===== config.mk =====
export PLATFORM = sky130hd
export DESIGN_NAME = ctrl_seq
export DESIGN_NICKNAME = d
export VERILOG_FILES = /design/src/rtl/ctrl_seq.sv
export SDC_FILE = /design/constraint.sdc
export NUM_CORES = 1
export LEC_CHECK = 0
export CAP_MARGIN = 20
export CORE_ASPECT_RATIO = 0.9
export CORE_MARGIN = 2
export CORE_UTILIZATION = 37
export CTS_CLUSTER_SIZE = 24
export DETAILED_ROUTE_END_ITERATION = 12
export GPL_TIMING_DRIVEN = 1
export PLACE_DENSITY = 0.76
export SLEW_MARGIN = 30
export SYNTH_ARGS = -nofsm -noshare
export SYNTH_HDL_FRONTEND = slang
export SYNTH_SLANG_ARGS = --single-unit

===== constraint.sdc =====
create_clock -name CLK -period 1.2 [get_ports CLK]
set_clock_uncertainty 0.1 [all_clocks]
set_input_delay 0.24 -clock CLK [delete_from_list [all_inputs] [get_ports CLK]]
set_output_delay 0.24 -clock CLK [all_outputs]
set_load 0.05 [all_outputs]

===== src/rtl/ctrl_seq.sv =====
// ctrl_seq -- fetch/decode/execute sequencer for the 8-bit-address,
// 16-bit-data simple computer. Owns every control strobe on the shared
// DATA[15:0] / ADDR[7:0] buses and issues at most one driver per bus per cycle.
//
// Ports:
//   CLK            system clock, all state changes on rising edge
//   AR_N           synchronous active-low reset
//   RUN            run enable, sampled in IDLE and at instruction completion
//   MRDY           memory ready (memory access completes when 1)
//   OPCODE[3:0]    IR[15:12], captured in DECODE only
//   ZF             accumulator-zero flag, used by JZ in EXEC
//   PCC/POA/PLA/POD/PLD  PC increment / PC->ADDR / ADDR->PC / PC->DATA / DATA->PC
//   IRL            IR load from DATA
//   IOA            IR[7:0] -> ADDR
//   ACL / ACO      ACC load from ALU / ACC -> DATA
//   ALUS[1:0]      00 pass, 01 add, 10 sub, 11 pass (return address)
//   MRD / MWR      memory read / write
//   HALTED         high in HALT
//   STATE[2:0]     IDLE=0 FETCH=1 DECODE=2 EXEC=3 EXEC2=4 HALT=5
//
// Build option: SEQ_MRDY_EN enables the MRDY wait-state handshake. When it
// is undefined MRDY is ignored and every memory access takes one cycle.
//
// Handshake: a memory access (FETCH, or EXEC of LDA/STA/ADD/SUB) holds its
// strobes every cycle until a cycle with MRDY=1; that cycle is the one in
// which the transfer happens and the result-side strobes (IRL/PCC, ACL) fire.
//
// All outputs, including STATE, are forced to 0 while AR_N=0.

module ctrl_seq (
  input  logic       CLK,
  input  logic       AR_N,
  input  logic       RUN,
  input  logic       MRDY,
  input  logic [3:0] OPCODE,
  input  logic       ZF,
  output logic       PCC,
  output logic       POA,
  output logic       PLA,
  output logic       POD,
  output logic       PLD,
  output logic       IRL,
  output logic       IOA,
  output logic       ACL,
  output logic       ACO,
  output logic [1:0] ALUS,
  output logic       MRD,
  output logic       MWR,
  output logic       HALTED,
  output logic [2:0] STATE
);

  typedef enum logic [2:0] {
    S_IDLE   = 3'd0,
    S_FETCH  = 3'd1,
    S_DECODE = 3'd2,
    S_EXEC   = 3'd3,
    S_EXEC2  = 3'd4,
    S_HALT   = 3'd5
  } state_t;

  localparam logic [3:0] OP_LDA  = 4'h1;
  localparam logic [3:0] OP_STA  = 4'h2;
  localparam logic [3:0] OP_ADD  = 4'h3;
  localparam logic [3:0] OP_SUB  = 4'h4;
  localparam logic [3:0] OP_JMP  = 4'h5;
  localparam logic [3:0] OP_JZ   = 4'h6;
  localparam logic [3:0] OP_JAL  = 4'h7;
  localparam logic [3:0] OP_JR   = 4'h8;
  localparam logic [3:0] OP_HALT = 4'hF;

  state_t     state_q, state_d;
  logic [3:0] op_q, op_d;
  logic       rdy;
  logic       done;

  logic pcc_c, poa_c, pla_c, pod_c, pld_c, irl_c, ioa_c, acl_c, aco_c;
  logic mrd_c, mwr_c, halted_c;
  logic [1:0] alus_c;

`ifdef SEQ_MRDY_EN
  assign rdy = MRDY;
`else
  logic unused_mrdy;
  assign unused_mrdy = MRDY;
  assign rdy = 1'b1;
`endif

  always_ff @(posedge CLK) begin
    if (!AR_N) begin
      state_q <= S_IDLE;
      op_q    <= 4'h0;
    end else begin
      state_q <= state_d;
      op_q    <= op_d;
    end
  end

  always_comb begin
    state_d  = state_q;
    op_d     = op_q;
    done     = 1'b0;
    pcc_c    = 1'b0;
    poa_c    = 1'b0;
    pla_c    = 1'b0;
    pod_c    = 1'b0;
    pld_c    = 1'b0;
    irl_c    = 1'b0;
    ioa_c    = 1'b0;
    acl_c    = 1'b0;
    aco_c    = 1'b0;
    alus_c   = 2'b00;
    mrd_c    = 1'b0;
    mwr_c    = 1'b0;
    halted_c = 1'b0;

    case (state_q)
      S_IDLE: begin
        if (RUN) state_d = S_FETCH;
      end
      S_FETCH: begin
        // POA presents the pre-increment PC; PCC takes effect on the same edge.
        poa_c = 1'b1;
        mrd_c = 1'b1;
        if (rdy) begin
          irl_c   = 1'b1;
          pcc_c   = 1'b1;
          state_d = S_DECODE;
        end
      end
      S_DECODE: begin
        op_d    = OPCODE;
        state_d = (OPCODE == OP_HALT) ? S_HALT : S_EXEC;
      end
      S_EXEC: begin
        case (op_q)
          OP_LDA, OP_ADD, OP_SUB: begin
            ioa_c  = 1'b1;
            mrd_c  = 1'b1;
            alus_c = (op_q == OP_ADD) ? 2'b01 :
                     (op_q == OP_SUB) ? 2'b10 : 2'b00;
            acl_c  = rdy;
            done   = rdy;
          end
          OP_STA: begin
            ioa_c = 1'b1;
            aco_c = 1'b1;
            mwr_c = 1'b1;
            done  = rdy;
          end
          OP_JMP: begin
            ioa_c = 1'b1;
            pla_c = 1'b1;
            done  = 1'b1;
          end
          OP_JZ: begin
            ioa_c = ZF;
            pla_c = ZF;
            done  = 1'b1;
          end
          OP_JAL: begin
            // PC already points past JAL: latch it into ACC as the return address.
            pod_c   = 1'b1;
            alus_c  = 2'b11;
            acl_c   = 1'b1;
            state_d = S_EXEC2;
          end
          OP_JR: begin
            aco_c = 1'b1;
            pld_c = 1'b1;
            done  = 1'b1;
          end
          default: done = 1'b1;
        endcase
      end
      S_EXEC2: begin
        ioa_c = 1'b1;
        pla_c = 1'b1;
        done  = 1'b1;
      end
      S_HALT: begin
        halted_c = 1'b1;
      end
      default: state_d = S_IDLE;
    endcase

    if (done) state_d = RUN ? S_FETCH : S_IDLE;
  end

  // Reset silences the buses immediately, including an access in progress.
  assign PCC    = pcc_c    & AR_N;
  assign POA    = poa_c    & AR_N;
  assign PLA    = pla_c    & AR_N;
  assign POD    = pod_c    & AR_N;
  assign PLD    = pld_c    & AR_N;
  assign IRL    = irl_c    & AR_N;
  assign IOA    = ioa_c    & AR_N;
  assign ACL    = acl_c    & AR_N;
  assign ACO    = aco_c    & AR_N;
  assign ALUS   = alus_c   & {2{AR_N}};
  assign MRD    = mrd_c    & AR_N;
  assign MWR    = mwr_c    & AR_N;
  assign HALTED = halted_c & AR_N;
  assign STATE  = AR_N ? state_q : S_IDLE;

endmodule

[After elaboration in Yosys (flattened, before gate mapping)]
Index checks and enable logic that the tools add are counted.
Word-level totals
  bits in registers: 7
  latch bits: 0
  RAM bits: 0
  ROM bits: 0
  word-level logic and storage cells: 68
  memories kept: 0
Cells by class
  $add $sub $neg: 0
  multiply operators: 0
  divide/modulo/power cells: 0
  magnitude comparators: 0
  equality and inequality tests: 17
  shift-type cells: 0
  mux-type cells: 31
  bitwise logic cells: 11
  reductions and logical operators: 7
Operators with widths (count)
  $eq A4 B3 Y1 const B: 4
  $mux W1: 15
  $mux W3: 5
  $pmux W3 S5: 1
  $pmux W1 S2: 6
  $and A1 B1 Y1: 10
  $eq A4 B2 Y1 const B: 2
  $eq A4 B4 Y1 const B: 2
  $eq A3 B2 Y1 const B: 2
  $eq A3 B3 Y1 const B: 2
  $mux W2: 3
  $ne A3 B3 Y1 const B: 2
  $reduce_or A5 Y1: 1
  $eq A4 B1 Y1 const B: 1
  $pmux W2 S2: 1
  $reduce_or A2 Y1: 2
  $reduce_or A4 Y1: 1
  $eq A3 B1 Y1 const B: 1
  $logic_not A3 Y1: 1
  $reduce_and A3 Y1: 1
  $reduce_or A3 Y1: 1
  $and A2 B2 Y2: 1
  $ne A2 B1 Y1 const B: 1

[Longest topological paths before layout]
  word-level depth: 6
  mapped depth: 4
  gate-level depth less buffers: 3

[Worst setup path before layout]
No wires, ideal clock.
  path type: register -> output
  start point: register state_q[0]
  end point: output port MRD
  arrival time: 2.292 ns
  path slack: -1.432 ns
  cell stages (with the launch flop): 5
  path buffers: 1
  path through: dfxtp_1 -> buf_4 -> nand2_1 -> nor3_1 -> o21bai_1
On the way
  cells in the longest elaborated chain, start to end: 3
RTL lines
  start, declared: RTL line 72  | state_t state_q, state_d;
  start signal, assigned: RTL line 94  | state_q <= state_d;
  $eq A3 B2 Y1 / $eq A3 B1 Y1 (equally long branches): RTL line 117  | case (state_q)
  $pmux W1 S2 *: RTL line 117
  $and A1 B1 Y1 *: RTL line 201  | assign MRD = mrd_c & AR_N;
  end, declared: RTL line 47  | output logic MRD,
Mark *: on every way between the ends. The rest lies on a longest branch, timed or not.

[Worst setup path in the final report]
  start point: register state_q[1]
  end point: output port IOA
On the way
  cells in the longest elaborated chain, start to end: 3
RTL lines
  $eq A3 B3 Y1 / $eq A3 B2 Y1 (equally long branches): RTL line 117
  $pmux W1 S2 *: RTL line 117
  $and A1 B1 Y1 *: RTL line 197  | assign IOA = ioa_c & AR_N;
  end, declared: RTL line 43  | output logic IOA,
Marked as above.

==> out/qor.yml <==
outcome:
  status: "finished, violations left"
  failed_checks: "negative setup slack"
placement:
  dp_cells: 138
  gp_congestion: 0.678
  dp_slack_ns: -0.691
  io_buffer_count: 24
  post-dp-hpwl_um: 1490
die:
  core_area_um2: 1650
  io_pins: 26
  initial_utilization: 0.387
  die-area_um2: 2070
  rows: 14
  die_w_um: 47.7
  die_h_um: 43.4
yosys:
  ys_seq_area_frac: 0.220
  yosysUniqueCellTypes: 35
  async_flop_share: 0
  synth_nets: 86
  postSynthAreaPerCell_um2: 8.27
  synth-edff-count: 0
  synthFlopType: "dfxtp_1"
  syn_area_um2: 637
  yosysWarnings: 0
  synth-seq-cells: 7
  syn_inst: 77
pwr:
  switchingPower_uw: 350
  p_comb_frac: 0.463
  p_per_area_nw_per_um2: 629
  p_leak_nw: 0.609
  seq_power_share: 0.293
  p_clk_frac: 0.245
  swShare: 0.369
  p_int_uw: 597
  ir_worst_vdd_uv: 803
sta:
  fmaxAchievable_ghz: 0.557
  setup_ws_ns: -0.597
  tightest_slew_ns: 0.282
  finalCritPeriodShare: 1.50
  fin_hold_ws_ns: 0.522
  slew_violations: 0
  setup_violations: 24
  final-hold-violation-count: 0
  relSlewSlack: 0.807
  rsz0062_at_grt: "true"
  period_needed_ns: 1.80
global_routing:
  grt_use_total: 0.238
  grt_pass1_wl_um: 3460
  grt_pass1_vias: 776
  grt_max_degree: 11
  grt_overflow: 0
  antenna_found_initial: 0
clocking:
  cts_tree: "done"
  clock_latency_ns: 0.27
  clk_pin_slew_ns: 0.05
  numCtsBuffers: 3
  clockBufferDepth: 2
  cts.sinks: 7
  ctsHoldBuffers: 0
  htree_levels: 1
  root_buffer: "clkbuf_4"
critical_path:
  r2r_cells: 6
  cp-start-kind: "flop"
  crit_path_end_kind: "output port"
  crit_slowest_cell: "dfxtp_4"
  cp_max_fo: 4
  crit_required_ns: 0.86
  r2r-start: "op_q[0]"
  crit_type: "flop to output port"
  cp_cell_sequence: "nor3b_2 > a211oi_2 > buf_4 > a21oi_4 > buf_6"
  r2r_slack_ns: -0.44
  crit_arrival_ns: 1.46
  slowest_delay_ns: 0.37
  rr_endpoint: "state_q[0]"
layout:
  diodes: 0
  num-fill-cells: 70
  layout.cells.non_filler: 150
  syn_to_final_growth_pct: 136
  nNetsFinal: 136
  layout-drive-gt1-share: 0.675
detailed_routing:
  wl_um: 2960
  wl_per_cell_um: 19.7
  drc: 0
  routed_via_density: 5.33
  drtIter0Drc: 20
  ant_nets: 0
  dr.pass1.iters: 4
  routed-via-count: 800
min_path:
  hp-start: "state_q[2]"
  min_path_type: "flop to flop"
  min_path_cells: 2
  worstHoldEndpoint: "state_q[1]"
job:
  maxCapViolCount: 0
registers in the layout, indices dropped and copies added, names as in the netlist:
signal	cells
state_q	3
op_q	4
critical path, delay by kind of cell (launching register included):
family / cells / cell delay, ns
buffers and inverters: 2 / 0.33
AOI/OAI and AO/OA: 2 / 0.20
DFF: 1 / 0.37
and+or+nand+nor: 1 / 0.29
synthesized netlist by cell type, types with 2 or more instances:
cell type / number / area share
nor3_1: 2 / 0.016
buf_2: 3 / 0.024
dfxtp_1: 7 / 0.22
buf_4: 4 / 0.047
nor3b_1: 2 / 0.024
a21oi_1: 3 / 0.024
buf_6: 2 / 0.035
mux2i_1: 5 / 0.079
and2_1: 2 / 0.020
nand2b_1: 2 / 0.020
nor2_1: 8 / 0.047
and3_1: 3 / 0.029
nor2b_1: 6 / 0.059
or3_1: 2 / 0.020
inv_1: 3 / 0.018
o21ai_0: 3 / 0.024
nand2_1: 2 / 0.012
power by group through the flow:
stage               logic [mW]  clock network, mW  registers, mW
floorplan                0.227                  0          0.262
global placement         0.350                  0          0.272
detailed placement       0.359                  0          0.274
CTS                      0.384              0.226          0.275
global route             0.455              0.243          0.277
finish                   0.438              0.231          0.277
worst max-delay path by stage:
| stage | start | end | slack [ns] | cells after the start |
|---|---|---|---|---|
| finish | state_q[1] | IOA | -0.60 | 5 |
| global route | state_q[1] | IOA | -0.68 | 5 |
| CTS | op_q[0] | IOA | -0.54 | 5 |
| detailed placement | AR_N | ALUS[1] | -0.69 | 5 |
| global placement | AR_N | ALUS[1] | -0.63 | 5 |
| floorplan | state_q[0] | MRD | -0.50 | 4 |
what timing repair did:
item,4_1_cts,5_1_grt
buffers inserted,2,7
hold endpoints to repair,0,0
pin swaps,8,6
resized for setup,30,14
gates cloned,0,0
setup endpoints to repair,23,23
metal layers:
layer | up-vias | wire [um] | track usage
met4 | 0 | 71 | 0.0432
li1 | 368 | - | -
met5 | - | 0 | 0
met3 | 11 | 103 | 0.104
met1 | 393 | 1090 | 0.253
met2 | 28 | 1700 | 0.427
stage by stage:
stage / instance area (um2) / utilization / total power [mW] / setup TNS [ns]
after floorplan: 769 / - / 0.489 / -5.07
after global placement: 1290 / 0.782 / 0.622 / -10.77
after detailed placement: 1290 / 0.782 / 0.633 / -11.60
after CTS: 1410 / 0.855 / 0.885 / -8.37
after global routing: 1510 / 0.914 / 0.975 / -10.89
final: 1510 / 0.914 / 0.946 / -9.82
cell families after synthesis:
family | Yosys count | share of synthesized area
AO/OA/AOI/OAI | 11 | 0.118
XOR/XNOR | 2 | 0.0275
AND/OR/NAND/NOR | 40 | 0.432
buffers and inverters | 12 | 0.124
flip-flops | 7 | 0.220
multiplexers | 5 | 0.0786
layout make-up:
cell class              count  area [um2]  share of cell area
clock buffers               4        26.3              0.0175
inverters                   3        13.8             0.00914
multi-input cells          58         597               0.397
flip-flops and latches      7         159               0.106
well taps                  24        30.0              0.0200
repair buffers             54         679               0.451
layout by cell type, fill, tap and decap left out, types with 2 or more instances in the layout:
cell / netlist / final
a21oi_4: 0 / 2
and2_4: 0 / 2
and3_4: 0 / 2
buf_12: 0 / 16
buf_4: 4 / 16
buf_6: 2 / 15
clkbuf_4: 0 / 3
clkdlybuf4s50_1: 0 / 5
dfxtp_2: 0 / 3
dfxtp_4: 0 / 4
inv_1: 3 / 2
mux2i_1: 5 / 5
nand2b_4: 0 / 2
nor2_1: 8 / 2
nor2_2: 0 / 2
nor2_4: 0 / 4
nor2b_1: 6 / 6
nor3_4: 0 / 3
nor3b_4: 1 / 2
o21ai_0: 3 / 2
or3_1: 2 / 2
(Power assumes the default switching activity.)
